File: config.mk
export PLATFORM = sky130hd
export DESIGN_NAME = stage_sequencer
export DESIGN_NICKNAME = d
export VERILOG_FILES = /design/src/rtl/stage_sequencer.sv
export SDC_FILE = /design/constraint.sdc
export NUM_CORES = 1
export LEC_CHECK = 0
export CORE_MARGIN = 2
export CORE_UTILIZATION = 40
export CTS_BUF_LIST = sky130_fd_sc_hd__clkbuf_16
export DETAILED_ROUTE_END_ITERATION = 6
export GPL_TIMING_DRIVEN = 0
export PLACE_DENSITY = 0.73
export SYNTH_ARGS = -nofsm -noshare
export SYNTH_HDL_FRONTEND = slang
export SYNTH_SLANG_ARGS = --single-unit
File: constraint.sdc
create_clock -name clk -period 1.6 [get_ports clk]
set_input_delay 0.24 -clock clk [delete_from_list [all_inputs] [get_ports clk]]
set_output_delay 0.24 -clock clk [all_outputs]
set_load 0.005 [all_outputs]
File: src/rtl/stage_sequencer.sv
// Stage sequencer: drives an active-low one-hot stage enable for multi-cycle execution.
// It advances on done, skips masked stages, retires on wrap, and returns to stage 0 on fault or dwell timeout.
module stage_sequencer #(
    parameter int NUM_STAGES = 5,
    parameter int DWELL_W    = 8,
    parameter int TIMEOUT    = 200
) (
    input  logic                          clk,
    input  logic                          clear_n,
    input  logic                          done,
    input  logic                          stall,
    input  logic                          fault,
    input  logic [NUM_STAGES-1:0]         skip_mask,
    output logic [NUM_STAGES-1:0]         stage_n,
    output logic [$clog2(NUM_STAGES)-1:0] stage_idx,
    output logic                          retire,
    output logic                          timeout,
    output logic [DWELL_W-1:0]            dwell
);

    localparam int                 IDX_W      = $clog2(NUM_STAGES);
    localparam logic               TIMEOUT_EN = (TIMEOUT != 0);
    localparam logic [DWELL_W-1:0] DWELL_LAST = DWELL_W'(TIMEOUT - 1);
    localparam logic [DWELL_W-1:0] DWELL_MAX  = {DWELL_W{1'b1}};
    localparam logic [DWELL_W-1:0] DWELL_ONE  = {{(DWELL_W-1){1'b0}}, 1'b1};

    logic [IDX_W-1:0]      r_stage_idx;
    logic [NUM_STAGES-1:0] r_stage_n;
    logic                  r_retire;
    logic                  r_timeout;
    logic [DWELL_W-1:0]    r_dwell;

    logic [IDX_W:0]        w_next;
    logic                  w_timeout_hit;
    logic [IDX_W-1:0]      w_idx_d;
    logic [DWELL_W-1:0]    w_dwell_d;
    logic                  w_retire_d;
    logic                  w_timeout_d;

    // Returns {wrap, index}: the lowest unmasked stage above cur, or wrap=1 with index 0.
    function automatic logic [IDX_W:0] find_next(input logic [IDX_W-1:0] cur,
                                                 input logic [NUM_STAGES-1:0] mask);
        logic [IDX_W:0] res;
        res = {1'b1, {IDX_W{1'b0}}};
        for (int j = NUM_STAGES - 1; j >= 1; j--) begin
            if ((j > int'(cur)) && !mask[j]) begin
                res = {1'b0, IDX_W'(j)};
            end else begin
                res = res;
            end
        end
        return res;
    endfunction

    function automatic logic [NUM_STAGES-1:0] onehot_n(input logic [IDX_W-1:0] idx);
        return ~({{(NUM_STAGES-1){1'b0}}, 1'b1} << idx);
    endfunction

    // Next-state selection in priority order: fault, timeout, stall, done, hold.
    always_comb begin
        w_next        = find_next(r_stage_idx, skip_mask);
        w_timeout_hit = TIMEOUT_EN && !stall && !fault && !done && (r_dwell == DWELL_LAST);
        w_idx_d       = r_stage_idx;
        w_dwell_d     = r_dwell;
        w_retire_d    = 1'b0;
        w_timeout_d   = 1'b0;
        if (fault) begin
            w_idx_d   = {IDX_W{1'b0}};
            w_dwell_d = {DWELL_W{1'b0}};
        end else if (w_timeout_hit) begin
            w_idx_d     = {IDX_W{1'b0}};
            w_dwell_d   = {DWELL_W{1'b0}};
            w_timeout_d = 1'b1;
        end else if (stall) begin
            w_idx_d   = r_stage_idx;
            w_dwell_d = r_dwell;
        end else if (done) begin
            w_idx_d    = w_next[IDX_W-1:0];
            w_dwell_d  = {DWELL_W{1'b0}};
            w_retire_d = w_next[IDX_W];
        end else if (r_dwell != DWELL_MAX) begin
            w_dwell_d = r_dwell + DWELL_ONE;
        end else begin
            w_dwell_d = r_dwell;
        end
    end

    // State and output registers; the one-hot vector is re-derived from the index so they never disagree.
    always_ff @(posedge clk) begin
        if (!clear_n) begin
            r_stage_idx <= {IDX_W{1'b0}};
            r_stage_n   <= onehot_n({IDX_W{1'b0}});
            r_retire    <= 1'b0;
            r_timeout   <= 1'b0;
            r_dwell     <= {DWELL_W{1'b0}};
        end else begin
            r_stage_idx <= w_idx_d;
            r_stage_n   <= onehot_n(w_idx_d);
            r_retire    <= w_retire_d;
            r_timeout   <= w_timeout_d;
            r_dwell     <= w_dwell_d;
        end
    end

    assign stage_n   = r_stage_n;
    assign stage_idx = r_stage_idx;
    assign retire    = r_retire;
    assign timeout   = r_timeout;
    assign dwell     = r_dwell;

endmodule
==> results.yml, run 1 <==
drt:
  detailedRoute.firstPassIterationCount: 4
  wl_per_cell_um: 12.4
  drc: 0
  drt-initial-drc-count: 23
  wl_um: 2040
  vias_per_cell: 5.45
  ant_nets: 0
  via_count: 900
timing:
  finalSetupViolations: 0
  fmax_mhz: 641
  finalCritPeriodShare: 0.975
  slew_headroom: 0.762
  worst_pin_slew_ps: 356
  rsz0062_at_grt: "true"
  hold_ws_ps: 488
  slew_viol_final: 0
  fin_crit_ps: 1560
  hold_viol: 0
  fin_tns_setup_ps: 0
  skew_ps: 1.24
setup_path:
  timing.rr.end: "stage_idx[1]"
  r2r_setup_slack_ps: 40
  rr_worst_depth: 7
  crit_end: "stage_idx[1]"
  cp-startpoint: "dwell[0]"
  arrival_ps: 1740
  startpoint_type: "register"
  cp_data_required_time_ps: 1780
  r2r_start: "dwell[0]"
  crit_fanout: 5
  crit_type: "reg -> reg"
  end_kind: "register"
cells_and_area:
  utilization: 0.625
  fin_cells: 165
  syn_to_final_growth_pct: 50.9
  drive_gt1_frac: 0.197
  antenna_cells: 0
  nets: 149
clocking:
  clk_path_buf_depth: 2
  cts_buffers: 3
  hold_buffers: 0
  path_clk_slew_ps: 50
  tritoncts: "done"
  htreeDepth: 1
  cts-root-buf: "clkbuf_16"
  clkLatencyLatePin_ps: 250
  clock-sinks: 18
global_routing:
  met1_usage: 0.224
  grt_busiest_layer: "met2"
  grt_pass1_vias: 746
  grt_max_degree: 11
  grt_pass1_wl_um: 3230
  gr-total-overflow: 0
  grt_usage: 0.166
  antenna_found_initial: 0
  use_met3: 0.0351
  grtUsageMet2: 0.251
run:
  max_cap_violations: 0
synthesis:
  ys.flop_type: "dfxtp_1"
  ys.warnings.count: 0
  ys_async_sr_fraction: 0
  synth_top_area_share: 0.405
  synth_edf_count: 0
  synth.yosys.seq_area_share: 0.405
  synth_area_leaders: "dfxtp_1, nor2_1, a21oi_1, o21ai_0, or3_1"
  ys_ff_latch: 18
  syn_nets: 115
  netlist.top_cell.by_area: "dfxtp_1"
  netlist_area_um2: 890
  synthDistinctLibCells: 40
  syn_inst: 104
  avgSynthCellArea_um2: 8.55
die:
  coreArea_um2: 2150
  fp.dieH_um: 51.2
  io_pins: 28
  dieWidth_um: 51.2
  dieArea_um2: 2620
  start_util: 0.414
  row_count: 17
place:
  gp_congestion: 0.857
  place_hpwl_um: 1480
  port_buffers: 26
  place_inst: 158
pwr:
  p_leak_nw: 0.484
  p_per_area_nw_per_um2: 788
  ir_worst_vdd_uv: 733
min_path:
  hold_path_class: "reg -> reg"
status:
  run_status: "completed"
-- flip-flops by register name, summed over array words and instances, names as in the netlist --
register and flops:
dwell 8, stage_n 5, stage_idx 3, retire 1, timeout 1
-- per-stage QoR --
step	worst slack, ps	area, µm²	total power [mW]
after CTS	-0.749	1290	1.06
after global routing	-27.6	1340	1.11
after detailed placement	-436	1180	0.560
after global placement	-423	1180	0.558
final	39.7	1340	1.06
after floorplan	33.7	890	0.514
-- placed cells by master (no fill, tap or decap), types with 2 or more instances in the layout --
master,count
clkdlybuf4s50_1,23
nor2_1,13
dfxtp_1,13
a21oi_1,7
nand2_1,5
o21ai_0,5
dfxtp_2,5
buf_4,5
or3_1,4
nor2b_1,3
inv_1,3
o21a_1,3
clkbuf_16,3
dlygate4sd2_1,3
nand4_1,2
nand2b_1,2
o211ai_1,2
xor2_1,2
nand3b_1,2
nand3_1,2
a41oi_1,2
-- synthesized netlist by cell type, drive strengths merged (2+ instances only) --
master / number
a21oi: 7
a31oi: 2
a41oi: 2
clkbuf: 3
dfxtp: 18
inv: 3
nand2: 5
nand2b: 3
nand3: 2
nand3b: 2
nand4: 2
nor2: 13
nor2b: 3
o211ai: 2
o21a: 3
o21ai: 7
or3: 4
xor2: 2
-- critical path, cell delays in order, from the launching register on --
cell      delay, ps
dfxtp_2         340
ha_2            180
and3b_2         230
a31oi_4         210
o211ai_1        150
buf_4           160
buf_4           120
a21oi_1          90
-- metal layers --
layer	wire [µm]	vias to the layer above
li1	-	443
met1	912	424
met2	980	31
met3	114	2
met4	33	0
met5	0	-
-- how the worst min path moves through the flow --
stage,start,endpoint,slack (ps),depth (start not counted)
final,dwell[1],dwell[1],490,2
after global routing,dwell[1],dwell[1],500,2
after CTS,stall,dwell[6],500,3
after detailed placement,dwell[1],dwell[1],490,2
after global placement,dwell[1],dwell[1],490,2
after floorplan,stall,dwell[6],400,2
-- timing repair --
item	in CTS	in global routing
resized for setup	9	13
endpoints found under the setup margin	10	13
pin swaps	1	4
endpoints found under the hold margin	0	0
setup buffers	1	4
-- cell type report --
| class | instances | area, µm² |
|---|---|---|
| multi-input combinational | 79 | 541 |
| sequential | 18 | 367 |
| clock inverter | 1 | 3.75 |
| inverter | 3 | 11.3 |
| buffer | 2 | 16.3 |
| clock buffer | 3 | 75.1 |
| fill | 206 | 806 |
| tap | 28 | 35.0 |
| timing repair buffer | 31 | 294 |
-- kinds of logic (layout without fill, tap and decap cells) --
| kind of cell | count (synthesis) | in the layout | share of synthesized area |
|---|---|---|---|
| DFF | 18 | 18 | 0.405 |
| muxes | 1 | 1 | 0.0113 |
| AOI/OAI and AO/OA | 28 | 28 | 0.210 |
| adders and majority gates | 1 | 1 | 0.0141 |
| buffers and inverters | 7 | 40 | 0.0309 |
| and+or+nand+nor | 46 | 46 | 0.300 |
| xor gates and xnor gates | 3 | 3 | 0.0295 |
-- report_power, final --
group	internal (mW)	switching, mW
clock	0.332	0.170
combinational	0.0534	0.0436
sequential	0.455	0.00411
Power figures use the tool's default switching activity.
==> inputs of run 2 (changes only) <==
--- a/config.mk
+++ b/config.mk
@@ -5,6 +5,7 @@
 export SDC_FILE = /design/constraint.sdc
 export NUM_CORES = 1
 export LEC_CHECK = 0
+export CAP_MARGIN = 30
 export CORE_MARGIN = 2
 export CORE_UTILIZATION = 40
 export CTS_BUF_LIST = sky130_fd_sc_hd__clkbuf_16
==> results of run 2 <==
Final layout, timing and power as in run 1 (identical DEF).
